--- config.mk ---
export PLATFORM = sky130hd
export DESIGN_NAME = hall_conditioner
export DESIGN_NICKNAME = d
export VERILOG_FILES = /design/src/rtl/hall_conditioner.sv
export SDC_FILE = /design/constraint.sdc
export NUM_CORES = 1
export LEC_CHECK = 0
export ABC_AREA = 1
export CAP_MARGIN = 5
export CORE_ASPECT_RATIO = 1.25
export CORE_MARGIN = 2
export CORE_UTILIZATION = 45
export CTS_BUF_LIST = sky130_fd_sc_hd__clkbuf_8 sky130_fd_sc_hd__clkbuf_16
export DETAILED_ROUTE_END_ITERATION = 6
export PLACE_DENSITY = 0.75
export SYNTH_ARGS = -nofsm -noshare
export SYNTH_HDL_FRONTEND = slang
export SYNTH_SLANG_ARGS = --single-unit
--- constraint.sdc ---
create_clock -name clk -period 2.75 [get_ports clk]
set_input_delay 0.275 -clock clk [delete_from_list [all_inputs] [get_ports clk]]
set_output_delay 0.275 -clock clk [all_outputs]
set_load 0.005 [all_outputs]
--- src/rtl/hall_conditioner.sv ---
// Hall-sensor conditioner: 2-FF sync, stability filter, sequence/direction check,
// commutation period and stall detection. Define HALL_INV_EN for inverted-sense sensors.
module hall_conditioner #(
  parameter int unsigned FILT_CYCLES = 16,
  parameter int unsigned PERIOD_W    = 20,
  parameter int unsigned STALL_LIMIT = 2**20 - 1
) (
  input  logic                clk,
  input  logic                rst_n,
  input  logic [2:0]          hall_raw,
  output logic [2:0]          h,
  output logic                hall_valid,
  output logic                dir_obs,
  output logic [PERIOD_W-1:0] period,
  output logic                period_stb,
  output logic                stall,
  output logic                seq_err
);

  localparam int unsigned FCW = (FILT_CYCLES > 2) ? $clog2(FILT_CYCLES) : 1;
  localparam logic [FCW-1:0]      FILT_ACC = FCW'(FILT_CYCLES - 2);
  localparam logic [FCW-1:0]      FILT_MAX = FCW'(FILT_CYCLES - 1);
  localparam logic [PERIOD_W-1:0] LIM      = PERIOD_W'(STALL_LIMIT);
  localparam logic [PERIOD_W-1:0] LIM_M1   = PERIOD_W'(STALL_LIMIT - 1);

  typedef enum logic [1:0] {ST_INIT, ST_SYNC, ST_RUN} state_t;

  function automatic logic [2:0] fwd_of(input logic [2:0] c);
    case (c)
      3'd1:    fwd_of = 3'd3;
      3'd3:    fwd_of = 3'd2;
      3'd2:    fwd_of = 3'd6;
      3'd6:    fwd_of = 3'd4;
      3'd4:    fwd_of = 3'd5;
      3'd5:    fwd_of = 3'd1;
      default: fwd_of = 3'd0;
    endcase
  endfunction

  function automatic logic [2:0] rev_of(input logic [2:0] c);
    case (c)
      3'd3:    rev_of = 3'd1;
      3'd2:    rev_of = 3'd3;
      3'd6:    rev_of = 3'd2;
      3'd4:    rev_of = 3'd6;
      3'd5:    rev_of = 3'd4;
      3'd1:    rev_of = 3'd5;
      default: rev_of = 3'd0;
    endcase
  endfunction

  logic [2:0]          w_raw;
  logic [2:0]          r_sync1, r_sync2, r_cand;
  logic [FCW-1:0]      r_fcnt;
  logic [PERIOD_W-1:0] r_pcnt;
  state_t              r_state, w_state_nxt;

  logic w_acc, w_new_v, w_is_fwd, w_is_rev;
  logic w_legal, w_illegal, w_entry, w_exit, w_vedge, w_stall_hit;
  logic w_stb, w_err, w_dir_nxt, w_stall_nxt;
  logic [PERIOD_W-1:0] w_pcnt_nxt;

`ifdef HALL_INV_EN
  assign w_raw = ~hall_raw;
`else
  assign w_raw = hall_raw;
`endif

  // Synchroniser and stability filter
  always_ff @(posedge clk or negedge rst_n) begin
    if (!rst_n) begin
      r_sync1 <= '0;
      r_sync2 <= '0;
      r_cand  <= '0;
      r_fcnt  <= '0;
    end else begin
      r_sync1 <= w_raw;
      r_sync2 <= r_sync1;
      if (r_sync2 != r_cand) begin
        r_cand <= r_sync2;
        r_fcnt <= '0;
      end else if (r_fcnt != FILT_MAX) begin
        r_fcnt <= r_fcnt + FCW'(1);
      end
    end
  end

  // Accept on the sample that completes FILT_CYCLES stable samples
  assign w_acc       = (r_sync2 == r_cand) && (r_fcnt == FILT_ACC) && (r_cand != h);
  assign w_new_v     = (r_cand != 3'd0) && (r_cand != 3'd7);
  assign w_is_fwd    = (r_cand == fwd_of(h));
  assign w_is_rev    = (r_cand == rev_of(h));
  assign w_legal     = w_acc && hall_valid && w_new_v && (w_is_fwd || w_is_rev);
  assign w_illegal   = w_acc && hall_valid && w_new_v && !(w_is_fwd || w_is_rev);
  assign w_entry     = w_acc && !hall_valid && w_new_v;
  assign w_exit      = w_acc && !w_new_v;
  assign w_vedge     = w_acc && w_new_v;
  assign w_stall_hit = (r_pcnt == LIM_M1);

  always_ff @(posedge clk or negedge rst_n) begin
    if (!rst_n) r_state <= ST_INIT;
    else        r_state <= w_state_nxt;
  end

  always_comb begin
    w_state_nxt = r_state;
    if (w_exit) begin
      w_state_nxt = ST_INIT;
    end else if (w_illegal || w_entry) begin
      w_state_nxt = ST_SYNC;
    end else if (w_legal) begin
      // A legal edge coinciding with the stall threshold only re-synchronises
      if (w_stall_hit || (r_state == ST_INIT)) w_state_nxt = ST_SYNC;
      else                                     w_state_nxt = ST_RUN;
    end else if (w_stall_hit) begin
      w_state_nxt = ST_SYNC;
    end
  end

  always_comb begin
    w_stb       = w_legal && !w_stall_hit && (r_state == ST_RUN);
    w_err       = w_illegal;
    w_dir_nxt   = dir_obs;
    w_stall_nxt = stall;
    w_pcnt_nxt  = r_pcnt;
    if (w_legal) w_dir_nxt = w_is_rev;
    if (w_vedge)          w_stall_nxt = 1'b0;
    else if (w_stall_hit) w_stall_nxt = 1'b1;
    if (w_vedge)          w_pcnt_nxt = PERIOD_W'(1);
    else if (r_pcnt != LIM) w_pcnt_nxt = r_pcnt + PERIOD_W'(1);
  end

  always_ff @(posedge clk or negedge rst_n) begin
    if (!rst_n) begin
      h          <= '0;
      hall_valid <= 1'b0;
      dir_obs    <= 1'b0;
      period     <= '0;
      period_stb <= 1'b0;
      stall      <= 1'b0;
      seq_err    <= 1'b0;
      r_pcnt     <= '0;
    end else begin
      if (w_acc) begin
        h          <= r_cand;
        hall_valid <= w_new_v;
      end
      if (w_stb) period <= r_pcnt;
      dir_obs    <= w_dir_nxt;
      period_stb <= w_stb;
      stall      <= w_stall_nxt;
      seq_err    <= w_err;
      r_pcnt     <= w_pcnt_nxt;
    end
  end

endmodule
==> run summary, run 1 <==
The flow ran to the end, and the final reports show no timing, DRC or antenna violations. Clock-pin slew was measured on the worst setup and hold paths at 70 ps. The register bit count reported by yosys is 63, and the routed via count is 2677. Data on the critical path arrives at its endpoint at 2380 ps. The final layout net count is 428. Number of antenna violations at the first check in global routing: 0.

The congestion estimate from routability-driven global placement came to 0.940. For the pre-CTS setup slack, the log shows 658 ps. The cell sitting at the root of the clock tree is a sky130_fd_sc_hd__clkbuf_8. The analysis attributes to net switching a power of 420 uW. The number of cells produced by synthesis came out at 384. The slew at the pin closest to its max-slew limit is 920 ps, and the clock latency on the worst-skew pair is 350 ps. The setup TNS after final layout is 0 ps. The die is 98.0 um tall. Counting flops with an async set or reset pin after synthesis yields a share of 100%. The total routing usage reported by global routing was 19.6%. The count of standard-cell rows was 34. The most used flip-flop cell after synthesis is sky130_fd_sc_hd__dfrtp_1. For this run, the register share of the synthesized area comes to 49.6%. Setup slack closes at 656 ps. For the number of endpoints failing setup at the final stage, the log shows 0. The clock network fraction of total power was 46.5%. The number of buffer cells added on primary ports was 32; the floorplan core area was 6890 um^2. Averaged over all synthesized cells, the footprint is 8.28 um^2. STA puts the critical path data required time at 3040 ps. IR analysis of the VDD net gives a maximum drop of 252 uV. The area growth from synthesis to layout is 18.5%.

The number of pins exceeding their max-slew limit in the final report is 0. The number of hold buffers added after CTS was 0. In this run the power density over the cells is 498 nW/um^2. The sequential standard cell area was 1580 um^2. The maximum number of buffers from clock root to sink came out at 2. The H-tree was split into 3 levels.

The die area was 7750 um^2. The post-route worst hold slack is 52.8 ps, and the count of fill cells added during filler insertion is 669. The number of buffers inserted by post-CTS setup repair was 0; the cell count of the worst reg-to-reg path was 10.

The maximum number of pins on one net before global-route repair was 43; the chip width was 79.2 um. After routing the design area is 3760 um^2. The area share of the largest cell type after synthesis is 49.6%. After synthesis, the cell types taking the most area are sky130_fd_sc_hd__dfrtp_1, sky130_fd_sc_hd__nand2_1, sky130_fd_sc_hd__nand4_1, sky130_fd_sc_hd__nand3_1, sky130_fd_sc_hd__nor2_1.

Once detailed placement completed, the half-perimeter wirelength came to 5010 um. The classification of the worst-slack hold path is primary input to async pin. The run gives 0 as the remaining antenna violation count after routing. The biggest area contributor in the post-synthesis netlist is sky130_fd_sc_hd__dfrtp_1. After layout, the design draws a total of 1870 uW. The maximum clock frequency was 477 MHz; the post-route DRC violation count was 0.

The net count after synthesis came out at 393. The tools report the total I/O pin count as 33. TritonCTS built the clock tree.

Setup repair after global routing left no endpoint under its margin. The sequential group share of total power is 50.3%, and the total detailed-routing wirelength is 6900 um. Total congestion overflow after global routing: 0. Yosys mapped the design onto 30 distinct sky130hd cell types. The area of the multi-input gates came out at 1380 um^2.

The post-detailed-placement cell area came out at 3550 um^2. The run gives 0 as the total count of hold-check failures in the final report. The number of antenna diodes in the final layout is 0. The largest fanout on the critical path is 11.

Across the routed clock network, the largest skew measured is 6.88 ps. The number of enable-type register cells in the synthesized netlist was 0. The worst setup path is of the flip-flop to flip-flop kind. The share of final-layout standard cells stronger than drive strength 1 was 11.8%; the average via count per standard cell was 5.21. In this run switching power makes up 22.4% of total power.

For the worst relative slew slack, the log shows 38.7%. Counting the buffers created by CTS gives 9. The internal portion of the total power is 1450 uW.

The final critical-path required period works out to 2090 ps. Of the available clock period, the critical path in the final layout requires 76.2%. Summing every instance area after synthesis gives 3180 um^2. For the number of synthesis warnings, the log shows 0.

The tools report the via count of the first global-routing pass as 2617. The startpoint type of the worst setup path is a flip-flop. In this run the static leakage power is 0.00180 uW. For the violation count after the first detailed-route iteration, the log shows 113.

The first global-routing pass estimated 11900 um of wire. Capturing element type of the critical path: a flip-flop. Once the floorplan was initialized, standard cells occupied 46.1% of the core.

The logs give 63 for the clock sink count and 0 for the post-cts resize count. The routed wire length per instance is 13.4 um, and the first-pass iteration count of the detailed router is 4. The max-capacitance violation count was 0. Combinational logic burns 3.2% of the power.
## through the flow
| stage | util, % | cells |
|---|---|---|
| after floorplan | - | 384 |
| after global placement | 51.6 | 498 |
| after detailed placement | 51.6 | 498 |
| after CTS | 54.6 | 514 |
| after global routing | 54.6 | 514 |
| final | 54.6 | 514 |
## routing by layer
layer	part of all wire (%)	vias up	track usage [%]
met5	0	-	0
met1	45	1272	24.5
met4	2.7	0	9.15
met3	3.5	19	5.08
met2	49	51	31.7
li1	-	1335	-
## cell families (layout without fill, tap and decap cells)
| group | after synthesis | in the layout | share of synthesized area [%] |
|---|---|---|---|
| compound gates | 32 | 32 | 5.59 |
| xor+xnor | 8 | 8 | 2.44 |
| fa+ha+maj | 4 | 4 | 1.57 |
| buf+inv | 47 | 87 | 6.85 |
| flops | 63 | 63 | 49.6 |
| simple gates | 230 | 230 | 33.9 |
## layout make-up
| type | count | share of cell area, % |
|---|---|---|
| Clock inverter | 7 | 2.33 |
| Sequential cell | 63 | 41.9 |
| Tap cell | 90 | 2.99 |
| Clock buffer | 9 | 3.29 |
| Multi-Input combinational cell | 274 | 36.8 |
| Timing Repair Buffer | 37 | 9.37 |
| Inverter | 34 | 3.39 |
## registers in the layout, summed over array words and instances, names as in the netlist, 2 cells and up
| register | cells |
|---|---|
| r_sync2 | 3 |
| r_state | 2 |
| period | 20 |
| r_cand | 3 |
| r_fcnt | 4 |
| h | 3 |
| r_pcnt | 20 |
| r_sync1 | 3 |
## cells in the mapped netlist (all sizes together) (6+ instances only)
| master | instances |
|---|---|
| nand3 | 32 |
| o21ai | 16 |
| a21oi | 10 |
| buf | 6 |
| nor3 | 10 |
| nand2 | 121 |
| nor2 | 40 |
| clkbuf | 7 |
| dfrtp | 63 |
| nand4 | 26 |
| inv | 34 |
## critical path, stage by stage, from the launching register on
cell,delay (ps)
sky130_fd_sc_hd__dfrtp_1,460
sky130_fd_sc_hd__inv_2,140
sky130_fd_sc_hd__nand2_1,60
sky130_fd_sc_hd__nand2_1,110
sky130_fd_sc_hd__nand3_2,150
sky130_fd_sc_hd__nor2_1,160
sky130_fd_sc_hd__nand4_1,110
sky130_fd_sc_hd__nor2_2,410
sky130_fd_sc_hd__buf_4,250
sky130_fd_sc_hd__nand4_1,100
sky130_fd_sc_hd__nand2_1,80
## power groups by stage
stage / combinational, uW / sequential (uW) / clock (uW)
3_3_place_gp: 60.3 / 960 / 0
6_report: 59.6 / 943 / 872
3_5_place_dp: 61.1 / 960 / 0
4_1_cts: 61.3 / 943 / 890
5_1_grt: 68.5 / 943 / 930
2_1_floorplan: 31.3 / 958 / 0
## cell usage in the layout (no fill, tap or decap)
master / count
sky130_fd_sc_hd__a2bb2oi_1: 1
sky130_fd_sc_hd__nand3_4: 1
sky130_fd_sc_hd__nand3_2: 4
sky130_fd_sc_hd__xnor2_1: 3
sky130_fd_sc_hd__o21ai_1: 5
sky130_fd_sc_hd__o31ai_1: 1
sky130_fd_sc_hd__xnor2_2: 1
sky130_fd_sc_hd__nand4_1: 25
sky130_fd_sc_hd__nor2_4: 2
sky130_fd_sc_hd__or2_2: 1
sky130_fd_sc_hd__clkinvlp_4: 1
sky130_fd_sc_hd__inv_2: 6
sky130_fd_sc_hd__nand4_2: 1
sky130_fd_sc_hd__nor2_1: 32
sky130_fd_sc_hd__nand2_2: 5
sky130_fd_sc_hd__clkbuf_8: 9
sky130_fd_sc_hd__xor2_1: 4
sky130_fd_sc_hd__a211oi_2: 1
sky130_fd_sc_hd__clkdlybuf4s50_1: 31
sky130_fd_sc_hd__o21ai_0: 11
sky130_fd_sc_hd__nand3_1: 27
sky130_fd_sc_hd__inv_1: 28
sky130_fd_sc_hd__nor3_1: 10
sky130_fd_sc_hd__nor2_2: 5
sky130_fd_sc_hd__nor2_8: 1
sky130_fd_sc_hd__buf_2: 1
sky130_fd_sc_hd__buf_4: 5
sky130_fd_sc_hd__a21oi_1: 10
sky130_fd_sc_hd__a31oi_1: 3
sky130_fd_sc_hd__ha_1: 4
sky130_fd_sc_hd__nand2_1: 116
sky130_fd_sc_hd__clkinv_2: 4
sky130_fd_sc_hd__dfrtp_1: 63
sky130_fd_sc_hd__bufinv_16: 2
## path summary, 6_finish.rpt
check,start,end,slack (ps)
max,r_cand[0],period[10],660
min,rst_n,h[2],50
max reg2reg,r_cand[0],period[10],660
min reg2reg,r_sync1[2],r_sync2[2],350
max in group asynchronous,rst_n,r_state[0],1970
min in group clk,r_sync1[2],r_sync2[2],350
Power figures use the tool's default switching activity.
==> run 2: changes to the inputs <==
clock period = 2.09 ns   (was 2.75 ns; I/O delays follow)
==> run 2 against run 1 <==
Final area grew 1.2%. Die area unchanged. Via count increased by 0.22%. Global-route usage up 0.19 points. Cell count rose by 1.2%. Sequential cell count unchanged. Highest routed layer unchanged. Wire length fell by 0.71%. Maximum frequency grew 11%. Clock skew about the same. Sequential share of layout area is 0.50 points lower. Clock-buffer cell count is 3 higher.
==> run summary, run 2 (synthesized netlist as in run 1, its figures left out) <==
Startpoint type of the worst setup path: a flip-flop. For the max-capacitance violation count, the log shows 0 (unchanged). The worst register-to-register path begins at r_pcnt[1].

The tools report the final layout net count as 434 (+1.4%). The peak supply drop came out at 305 uV (+21%). The remaining antenna violation count after routing is 0 (unchanged), and the post-route clock period utilization is 90.4% (+14 points).

The total detailed-routing wirelength is 6850 um (-0.71%), and the post-CTS clock slew at the launch and capture registers of the worst setup and hold paths is 70 ps (about the same). The logs give 4 (unchanged) for the first-pass iteration count of the detailed router and 0 (unchanged) for the post-route DRC violation count. The routed wire length per instance works out to 13.2 um (-1.9%).

The number of endpoints failing setup at the final stage is 0 (unchanged), and the number of buffer cells added on primary ports is 32 (unchanged). The antenna diode count is 0 (unchanged). The logs give 3.3% (about the same) for the share of power burned in combinational logic and 662 (-1.0%) for the count of fill cells added during filler insertion. The critical path is of the flip-flop to flip-flop type. The net switching power is 532 uW (+27%). The tree is rooted in a sky130_fd_sc_hd__clkbuf_8. Leaving out fill and tap cells, the most frequent cell in the layout is sky130_fd_sc_hd__nand2_1.

The violation count after the first detailed-route iteration came out at 215 (+90%). Setup repair after global routing left no endpoint under its margin. Number of buffers inserted by post-CTS setup repair: 0 (unchanged). The maximum clock frequency was 530 MHz (+11%); the initial standard-cell utilization of the core was 46.1% (unchanged).

The internal power of the cells came out at 1890 uW (+30%). The sequential group share of total power is 51.1% (+0.8 points), and the chip height is 98.0 um (unchanged). The routed via count was 2683 (+0.22%). The maximum number of pins on one net before global-route repair was 23 (-47%); the maximum number of buffers from clock root to sink was 2 (unchanged). The areal power density over the cells is 637 nW/um^2 (+28%). The classification of the worst-slack hold path was primary input to flip-flop. The largest registers in the layout are period: 20 flops, r_pcnt: 20 flops, r_fcnt: 4 flops.

The clock network fraction of total power is 45.6% (-0.9 points). The run finished with clean final reports. The fraction of power spent switching nets was 21.9% (-0.48 points).

Tracing the worst setup path back leads to its startpoint at r_pcnt[1]. The post-cts resize count was 0 (unchanged); the setup TNS after final layout was 0 ps (unchanged). Count of standard-cell rows: 34 (unchanged). Compared with the post-synthesis result, the final layout area differs by 19.9%. The tools report the post-layout utilization of the core as 55.3% (+0.65 points). Cell count of the worst reg-to-reg path: 9 (-1). The half-perimeter wire length after detailed placement was 5070 um (+1.2%); the chip width was 79.2 um (unchanged). For the placer's final routability congestion estimate, the log shows 0.949 (+0.94%).

For the number of hold buffers added after cts, the log shows 1 (+1). The run gives 1380 um^2 (unchanged) as the area of the multi-input gates. The total I/O pin count came out at 33 (unchanged). The total count of hold-check failures in the final report is 0 (unchanged). The largest fanout on the critical path was 12 (+1); the die area was 7750 um^2 (unchanged). Leaving out fill and tap cells, the most frequent cells in the layout are sky130_fd_sc_hd__nand2_1, sky130_fd_sc_hd__dfrtp_1, sky130_fd_sc_hd__nor2_1. The tools report the end of the critical path as r_pcnt[14]. The tools report the worst reg-to-reg setup slack as 200 ps (-450 ps). Total CTS buffers: 9 (unchanged). The clock sink count was 63 (unchanged). The tools report the post-route non-filler standard cell count as 520 (+1.2%). The run gives 2618 (+0.038%) as the via count of the first global-routing pass.

The share of final-layout standard cells stronger than drive strength 1 was 12.6% (+0.77 points); the sequential standard cell area was 1580 um^2 (unchanged). The run gives 350 ps (about the same) as the clock latency on the worst-skew pair. The number of antenna violations at the first check in global routing was 0 (unchanged). The logs give 2130 ps (-250 ps) for the data arrival time of the critical path and 0 (unchanged) for the number of pins exceeding their max-slew limit in the final report. The run gives 0.00183 uW (+1.8%) as the standby leakage power. The worst relative slew slack came out at 67.8% (+29 points).

The setup skew after layout is 7.24 ps (+0.368 ps), and the slew at the pin closest to its max-slew limit is 483 ps (-437 ps). The tools report the total congestion overflow after global routing as 0 (unchanged). For the required time of the critical path, the log shows 2330 ps (-710 ps). The reg-to-reg critical path endpoint is r_pcnt[14].

The final critical-path required period was 1890 ps (-206 ps); the floorplan core area was 6890 um^2 (unchanged). The run gives 503 (+1.0%) as the cell total after placement. The capturing element type of the critical path was a flip-flop. The run gives 3 (unchanged) as the H-tree depth reported by CTS.

The first-pass GRT wire length was 11900 um (unchanged); the post-route worst hold slack was 296 ps (+243 ps). The average via count per standard cell was 5.16 (-0.93%). The total routing usage reported by global routing came out at 19.8% (+0.19 points).

TritonCTS built the clock tree.
## run 2: how the worst min path moves through the flow
stage	slack (ps)	to	from	cells after the start
floorplan	-90	dir_obs	rst_n	0
global placement	190	h[2]	rst_n	1
detailed placement	200	h[2]	rst_n	1
CTS	290	r_sync1[2]	hall_raw[2]	1
global route	290	r_sync1[2]	hall_raw[2]	1
finish	300	r_sync1[2]	hall_raw[2]	1
## run 2: critical path, cell delays in order (launching register included)
cell	delay, ps
sky130_fd_sc_hd__dfrtp_1	430
sky130_fd_sc_hd__ha_1	230
sky130_fd_sc_hd__inv_1	80
sky130_fd_sc_hd__nor2_2	160
sky130_fd_sc_hd__nand2_1	130
sky130_fd_sc_hd__nor2_4	170
sky130_fd_sc_hd__nand2_2	170
sky130_fd_sc_hd__nand3_1	190
sky130_fd_sc_hd__xor2_1	160
sky130_fd_sc_hd__nor2_1	50
## run 2: routing by layer
metal  up-vias  GRT usage, %  part of all wire (%)
met5         -             0                     0
met2        73          31.7                    49
li1       1351             -                     -
met3        21          4.53                   4.6
met1      1238          24.8                    44
met4         0          10.3                   3.2
## run 2: power groups by stage
stage	Combinational [uW]	Clock, uW	Sequential, uW
2_1_floorplan	41.2	0	1260
3_3_place_gp	78.5	0	1260
3_5_place_dp	80.4	0	1260
4_1_cts	82.0	1120	1240
5_1_grt	93.1	1180	1240
6_report	79.8	1100	1240
## run 2: cell type report
type | count | area share (%)
inverters | 34 | 3.35
clock inverters | 4 | 1.15
multi-input cells | 274 | 36.3
repair buffers | 43 | 10.5
flip-flops and latches | 63 | 41.4
well taps | 90 | 2.96
clock buffers | 12 | 4.33
## run 2: through the flow
step	power [uW]	setup WS [ps]	area, um^2
floorplan	1300	505	3180
global placement	1340	305	3590
detailed placement	1340	214	3590
CTS	2450	201	3810
global route	2510	3.16	3810
finish	2430	201	3810
